===== src/rtl/attn_dot_score.sv =====
// Streaming signed dot product of NFEAT interleaved Q/K pairs, scaled by >>>SHIFT and saturated to OUT_W.
// Latency: score valid the cycle after the last k beat is accepted; one score per 2*NFEAT accepted beats.
// Backpressure: holds the score while out_rdy=0 and stalls input; an output handshake can overlap the next q0.
module attn_dot_score #(
   parameter int DATA_W = 8,
   parameter int NFEAT  = 4,
   parameter int SHIFT  = 9,
   parameter int OUT_W  = 8
) (
   input  logic              clk,
   input  logic              rst_n,
   input  logic              clear,
   input  logic [DATA_W-1:0] in_data,
   input  logic              in_vld,
   output logic              in_rdy,
   output logic [OUT_W-1:0]  out_data,
   output logic              out_vld,
   input  logic              out_rdy,
   output logic              out_sat
);

   // Accumulator is sized so NFEAT full-precision products can never overflow it.
   localparam int ACC_W  = 2*DATA_W + $clog2(NFEAT);
   localparam int PROD_W = 2*DATA_W;
   localparam int CNT_W  = $clog2(NFEAT);
   localparam logic [CNT_W-1:0] L_LAST = CNT_W'(NFEAT-1);
   localparam logic signed [ACC_W-1:0] L_SMAX = ACC_W'((64'sd1 <<< (OUT_W-1)) - 64'sd1);
   // Two's complement: ~max == -max-1 == most negative OUT_W value.
   localparam logic signed [ACC_W-1:0] L_SMIN = ~L_SMAX;

   typedef enum logic [1:0] {
      Q_BEAT = 2'd0,
      K_BEAT = 2'd1,
      OUT    = 2'd2
   } state_t;

   state_t                   r_state;
   logic [CNT_W-1:0]         r_feat_cnt;
   logic signed [ACC_W-1:0]  r_acc;
   logic [DATA_W-1:0]        r_q;
   logic [OUT_W-1:0]         r_out_data;
   logic                     r_out_vld;
   logic                     r_out_sat;

   logic signed [PROD_W-1:0] w_prod;
   logic signed [ACC_W-1:0]  w_sum;
   logic signed [ACC_W-1:0]  w_scaled;
   logic                     w_hi;
   logic                     w_lo;
   logic [OUT_W-1:0]         w_sat_data;
   logic                     w_in_fire;

   // Product, running sum and the scaled/saturated view of the sum, used on the final k beat.
   always_comb begin
      w_prod     = $signed(r_q) * $signed(in_data);
      w_sum      = r_acc + {{(ACC_W-PROD_W){w_prod[PROD_W-1]}}, w_prod};
      w_scaled   = w_sum >>> SHIFT;
      w_hi       = (w_scaled > L_SMAX);
      w_lo       = (w_scaled < L_SMIN);
      w_sat_data = w_hi ? L_SMAX[OUT_W-1:0] :
                   w_lo ? L_SMIN[OUT_W-1:0] : w_scaled[OUT_W-1:0];
   end

   // Input is ready unless a score is stuck waiting downstream; clear blocks all transfers.
   always_comb begin
      in_rdy    = ((r_state != OUT) || out_rdy) && !clear;
      w_in_fire = in_vld && in_rdy;
   end

   // Beat-sequencing FSM with registered score outputs.
   always_ff @(posedge clk) begin
      if (!rst_n) begin
         r_state    <= Q_BEAT;
         r_feat_cnt <= '0;
         r_acc      <= '0;
         r_q        <= '0;
         r_out_data <= '0;
         r_out_vld  <= 1'b0;
         r_out_sat  <= 1'b0;
      end else if (clear) begin
         // Abort: drop partial vector and any pending score; out_data keeps its last value.
         r_state    <= Q_BEAT;
         r_feat_cnt <= '0;
         r_acc      <= '0;
         r_out_vld  <= 1'b0;
         r_out_sat  <= 1'b0;
      end else begin
         case (r_state)
            Q_BEAT: begin
               if (w_in_fire) begin
                  r_q     <= in_data;
                  r_state <= K_BEAT;
               end
            end
            K_BEAT: begin
               if (w_in_fire) begin
                  r_acc <= w_sum;
                  if (r_feat_cnt == L_LAST) begin
                     r_feat_cnt <= '0;
                     r_state    <= OUT;
                     r_out_vld  <= 1'b1;
                     r_out_data <= w_sat_data;
                     r_out_sat  <= w_hi || w_lo;
                  end else begin
                     r_feat_cnt <= r_feat_cnt + CNT_W'(1);
                     r_state    <= Q_BEAT;
                  end
               end
            end
            OUT: begin
               if (out_rdy) begin
                  r_out_vld <= 1'b0;
                  r_acc     <= '0;
                  // A beat in the handshake cycle is q0 of the next vector: no bubble.
                  if (in_vld) begin
                     r_q     <= in_data;
                     r_state <= K_BEAT;
                  end else begin
                     r_state <= Q_BEAT;
                  end
               end
            end
            default: begin
               r_state <= Q_BEAT;
            end
         endcase
      end
   end

   assign out_data = r_out_data;
   assign out_vld  = r_out_vld;
   assign out_sat  = r_out_sat;

endmodule


===== config.mk =====
export PLATFORM = sky130hd
export DESIGN_NAME = attn_dot_score
export DESIGN_NICKNAME = d
export VERILOG_FILES = /design/src/rtl/attn_dot_score.sv
export SDC_FILE = /design/constraint.sdc
export NUM_CORES = 1
export LEC_CHECK = 0
export CORE_UTILIZATION = 62
export CTS_CLUSTER_DIAMETER = 200
export DETAILED_ROUTE_END_ITERATION = 10
export PLACE_DENSITY = 0.89
export SYNTH_ARGS = -nofsm -noshare
export SYNTH_HDL_FRONTEND = slang
export SYNTH_SLANG_ARGS = --single-unit

===== constraint.sdc =====
create_clock -name clk -period 8.8 [get_ports clk]
set_input_delay 1.76 -clock clk [delete_from_list [all_inputs] [get_ports clk]]
set_output_delay 1.76 -clock clk [all_outputs]
set_load 0.1 [all_outputs]

# == Yosys cells after proc, flatten, opt, wreduce, memory -nomap -nowiden ==
# Index checks and enable logic that the tools add are counted.
# word_totals
register_bits,40
output_inout_bits,11
wordCells,59
# op_classes
n_mul,1
eq_ne,9
bitwise_logic,2
magnitude_cmp,2
n_mux,20
n_reduce_logical,16
add_sub_neg,2
# op_table
cell,count
8-bit two-way mux,5
18-bit two-way mux,2
18-bit one-hot mux with 2 select lines,1
18-bit adder,1
8-bit by 8-bit multiplier with 16-bit output,1
8-bit one-hot mux with 2 select lines,1
2-bit inequality test (second input constant),6
2-bit two-way mux,5
9-bit by 8-bit greater-than comparator with 1-bit output (second input constant),1
9-bit by 8-bit < comparator with 1-bit output (second input constant),1
3-bit AND reduction,3
4-bit AND reduction,2
2-bit one-hot mux with 3 select lines,1
5-bit AND reduction,1
2-bit equality test (second input constant),2
1-bit two-way mux,4
2-bit nonzero test,2
2-bit by 1-bit adder with 2-bit output (second input constant),1
2-bit by 1-bit equality test with 1-bit output (second input constant),1
1-bit logical AND,2
2-bit logical NOT,1
1-bit logical OR,2
1-bit NOT,2
1-bit one-hot mux with 2 select lines,1
other kinds (3),3

# == Depth between registers and ports, before layout ==
# logic_depth
ltp_word,6
ltp_mapped,27
ltp_nobuf,26

# == Worst setup path before layout ==
# Ideal clock, no wire load.
# synth_timing
kind,input -> register
startpoint,in in_data[3]
endpoint,"reg r_out_data[7], in the netlist out_data[7]"
setup_time_ns,0.117
slack_ns,1.003
arrival_ns,7.680
stages,26
path_cell_list,and2_1 fa_1 inv_1 fa_1 inv_1 fa_1 inv_1 fa_1 inv_1 ha_1 and4_1 and2_1 a211o_1 o41a_1 xnor2_2 inv_1 ha_1 nand2_1 o21ai_0 o21ai_0 a21oi_1 xor2_1 xor2_2 buf_6 nand2_1 o211a_1
# synth_between
elab_chain_len,5
word_cells_on_any_way,6
classes_between,add/sub (1); mul (1); order compare (2); mux (2)
# synth_lines
element,line_no,source
start: declaration,13,"input logic [DATA_W-1:0] in_data,"
8-bit by 8-bit multiplier with 16-bit output (*),55,w_prod = $signed(r_q) * $signed(in_data);
18-bit adder (*),56,"w_sum = r_acc + {{(ACC_W-PROD_W){w_prod[PROD_W-1]}}, w_prod};"
9-bit by 8-bit < comparator with 1-bit output,59,w_lo = (w_scaled < L_SMIN);
8-bit two-way mux,61,w_lo ? L_SMIN[OUT_W-1:0] : w_scaled[OUT_W-1:0];
8-bit two-way mux (*),60,w_sat_data = w_hi ? L_SMAX[OUT_W-1:0] :
end signal: assignment,102,r_out_data <= w_sat_data;
end: declaration,41,logic [OUT_W-1:0] r_out_data;
# Mark *: on every way between the ends. The rest lies on a longest branch, timed or not.
# A chain may end at the register's enable or synchronous reset.

# == Final worst setup path ==
# layout_timing
startpoint,in in_data[3]
endpoint,"reg r_out_sat, in the netlist out_sat"
# layout_between
elab_chain_len,4
word_cells_on_any_way,5
classes_between,add/sub (1); mul (1); order compare (2); reduce/logical (1)
# layout_lines
element,line_no,source
8-bit by 8-bit multiplier with 16-bit output (*),55,
18-bit adder (*),56,
9-bit by 8-bit greater-than comparator with 1-bit output or 9-bit by 8-bit < comparator with 1-bit output (tied branches),"58, 59",
1-bit logical OR (*),103,r_out_sat <= w_hi || w_lo;
end signal: assignment,103,
end: declaration,43,logic r_out_sat;
# Marks and branches as above.

==> impl.org <==
** Status
- Run status :: finished, final reports clean

** Routing
- Dividing the detail-routed wire length by the instance count gives 15.8 um.
- Average vias per placed instance :: 5.81
- Number of design-rule violations left by the first detailed-router iteration :: 290
- The count of nets left with antenna violations once routing finished came out at 0.
- The routed layout has 4157 vias.
- Routed Wire Length :: 11300 um
- Drt drc :: 0
- The first TritonRoute pass finished after 4 iterations.

** Floorplan
- X dimension of the die :: 91.5 um
- Number of placement rows :: 32
- The region available for standard cell placement spans 0.00773 mm^2.
- For this configuration, the core starts out at a cell density of 64.3%.
- The die is 91.5 um tall.
- During I/O placement, the number of pins put on the boundary was 24.
- Overall die area :: 0.00837 mm^2

** CTS
- Gates resized during post-CTS repair numbered 0.
- The clock passes through at most 2 buffers.
- After clock tree synthesis, the clock-pin slew on the worst setup and hold paths is 0.09 ns.
- In this run the number of H-tree levels came out at 2.
- Clock sink count :: 40
- Clock latency at the later pin of the worst-skew pair :: 0.30 ns
- TritonCTS clock tree :: built
- For this design, the CTS-stage hold fixing added 0 buffers.
- Post-CTS setup buffers :: 0
- The cell sitting at the root of the clock tree is a clkbuf_8.
- Clock tree synthesis inserted a total of 5 buffers.

** Timing
- Hold timing on the final database bottoms out at a slack of 0.473 ns.
- Static timing analysis puts the maximum clock frequency at 119 MHz.
- In the post-route analysis, the smallest setup slack over all paths is 0.362 ns.
- Shortest period the worst path allows :: 8.44 ns
- The max-slew violation total from the final report is 0.
- Final hold vios :: 0
- On the final layout, the worst clock skew is 0.0138 ns.
- Share of the clock period used by the worst path after layout :: 95.9%
- Setup repair after global routing missed its margin :: false
- In this run the tightest slew margin relative to its limit is 22.8%.
- Final setup vio count :: 0
- For the pin with the worst max-slew slack, the measured transition is 1.14 ns.

** Global routing
- Entering global routing, the biggest net connects 25 pins.
- The initial antenna violation count is 0.
- The total overflow left after global routing is 0.
- The first global-routing pass estimated 19200 um of wire.
- Total GRT Usage :: 28.6%
- The number of global-route vias before repair came to 4130.

** Placed design
- Final estimated routing congestion in global placement :: 0.935
- OpenSTA, run right after detailed placement, puts the worst setup slack at -0.0603 ns.
- In this run the tool buffered the top-level ports with 23 buffer cells.
- Post-DP HPWL :: 8960 um

** Yosys
- Asr flop ratio synth :: 0%
- Commonest cells post-synth :: inv_1 (104), fa_1 (56), ha_1 (47), and2_1 (45), nor2_1 (45)
- The cell area that synthesis handed to floorplanning was 0.00497 mm^2.
- Yosys mapped the design onto 50 distinct sky130hd cell types.
- Dividing the synthesized area by the synthesized cell count gives 8.49 um^2.
- Yosys mapped a number of flops with a built-in enable equal to 0.
- For this run, the leading register cell type out of synthesis is dfxtp_1.
- Cell accounting for the most synthesized area :: fa_1
- Post-synth net total :: 701
- After synthesis, the cell types taking the most area are fa_1 (23%), dfxtp_1 (16%), ha_1 (12%).
- Post-synthesis instance total :: 585
- Counting flops and latches in the post-synthesis netlist gives 40.
- Total number of yosys warnings :: 0
- Part of the Yosys area used for sequential elements :: 16.1%
- Synth top area share :: 22.6%
- By instance count, the leading cell after synthesis is inv_1.

** Worst setup path
- The startpoint identified for the worst register-to-register timing path is r_q[7].
- The setup path with the least slack is of type in2reg.
- The number of cells on the worst reg-to-reg path is 26.
- Required time of the worst setup path :: 8.94 ns
- The endpoint identified for the worst register-to-register timing path is out_sat.
- Setup slack on the worst reg-to-reg path comes out at 1.84 ns.
- Capturing element type of the critical path :: flip-flop
- The worst setup path is launched from an input pin.
- Arrival @ worst endpoint :: 8.58 ns
- Worst-path maximum fanout :: 18

** Pwr
- Sequential share of power :: 22.6%
- In this run switching power makes up 43.7% of total power.
- Pwr dens :: 154 mW/mm^2
- Power consumption :: 0.839 mW
- Internal power comes to 0.472 mW.
- Leak pwr :: 2.58 nW
- VDD sags by at most 0.114 mV.
- Comb power frac :: 57.7%
- The clock network is responsible for 19.7% of the overall power.
- The analysis attributes to net switching a power of 0.367 mW.

** Final layout
- The final layout contains 728 nets.
- Antenna cells :: 0
- Fraction of layout cells with a size suffix above 1 :: 4.24%
- From synthesis to final layout, the design area changed by 9.98%.
- Core utilization of the finished layout :: 70.7%

** Hold path
- The worst hold path terminates at r_acc[13].
- HP Start :: r_acc[13]
- In this run the worst hold path is classified as reg2reg.
- Cells on Worst Hold Path :: 2

** Job
- Across the run, the number of max-cap violations was 0.
==> power groups by stage <==
stage,Combinational [mW],Sequential [mW],Clock [mW]
after floorplan,0.377,0.191,0
after global placement,0.458,0.193,0
after detailed placement,0.475,0.193,0
after CTS,0.481,0.189,0.166
after global routing,0.540,0.190,0.171
final,0.484,0.189,0.166
==> placed cells by master, fill, tap and decap left out, drive strengths merged, types with 4 or more instances in the layout <==
| cell | Yosys | routed |
|---|---|---|
| inv | 104 | 104 |
| fa | 56 | 56 |
| ha | 47 | 47 |
| and2 | 45 | 45 |
| nor2 | 45 | 45 |
| a21oi | 43 | 43 |
| dfxtp | 40 | 40 |
| nand2 | 27 | 27 |
| xnor2 | 25 | 25 |
| o21ai | 24 | 24 |
| clkdlybuf4s50 | 0 | 23 |
| a22oi | 13 | 13 |
| nor2b | 11 | 11 |
| nor3 | 8 | 8 |
| mux2i | 8 | 8 |
| o21a | 7 | 7 |
| buf | 1 | 7 |
| a21o | 6 | 6 |
| clkbuf | 9 | 6 |
| nand3 | 5 | 5 |
| nand2b | 5 | 5 |
| xor2 | 5 | 5 |
| o21bai | 4 | 4 |
| nor4 | 4 | 4 |
| and3 | 4 | 4 |
| a211oi | 4 | 4 |
| a31oi | 4 | 4 |
==> registers in the layout, indices dropped and copies added (netlist names) <==
name and flops:
r_q 8, r_feat_cnt 2, r_acc 18, r_state 2, out_data 8, out_vld 1
out_sat 1
==> worst max-delay path: stages <==
cell and delay [ns]:
clkdlybuf4s50_1 0.42, and2_1 0.22, fa_2 0.66, inv_1 0.13
fa_1 0.55, inv_1 0.06, fa_1 0.53, inv_1 0.06
fa_1 0.55, inv_1 0.05, ha_1 0.37, and4_1 0.22
and2_1 0.15, a211o_1 0.24, o41a_1 0.35, xnor2_2 0.27
inv_1 0.11, ha_2 0.40, nand2_1 0.10, o2111ai_1 0.19
o21ai_0 0.11, a21oi_1 0.17, xor2_1 0.24, xor2_2 0.15
buf_4 0.22, nor3b_1 0.24, nor4_1 0.07
==> per-stage QoR <==
| step | cells | setup TNS [ns] | instance area, um^2 |
|---|---|---|---|
| 2_1_floorplan | 585 | 0 | 4970 |
| 3_3_place_gp | 707 | 0 | 5340 |
| 3_5_place_dp | 707 | -0.0603 | 5340 |
| 4_1_cts | 715 | 0 | 5460 |
| 5_1_grt | 715 | 0 | 5460 |
| 6_report | 715 | 0 | 5460 |
==> routing by layer <==
metal / GRT usage, % / wire (um) / part of all wire, % / vias to the layer above
met4: 8.60 / 236 / 2.1 / 0
met2: 48.0 / 5670 / 50 / 139
li1: - / - / - / 1974
met3: 2.35 / 555 / 4.9 / 23
met1: 39.2 / 4820 / 43 / 2021
met5: 0 / 0 / 0 / -
==> layout make-up <==
class	instances	area [um^2]
clock inverters	2	38.8
flip-flops and latches	40	801
well taps	102	128
fillers	581	2270
multi-input cells	431	3740
clock buffers	6	82.6
inverters	104	390
repair buffers	30	283
==> worst max-delay path by stage <==
stage	startpoint	endpoint	slack (ns)	cells after the start
2_1_floorplan	in_data[3]	out_data[7]	1.00	26
3_3_place_gp	in_data[3]	out_sat	0.23	27
3_5_place_dp	in_data[3]	out_sat	-0.06	27
4_1_cts	in_data[3]	out_sat	0.22	27
5_1_grt	in_data[3]	out_sat	0.02	27
6_report	in_data[3]	out_sat	0.36	27
==> kinds of logic (layout without fill, tap and decap cells) <==
group / after synthesis / in the layout / share of synthesized area [%]
simple gates: 163 / 163 / 17.0
mux: 8 / 8 / 1.61
buf+inv: 114 / 142 / 8.77
compound gates: 127 / 127 / 16.5
flops: 40 / 40 / 16.1
fa+ha+maj: 103 / 103 / 34.4
xor+xnor: 30 / 30 / 5.59
Note: power is estimated with default switching activity, not from simulation.
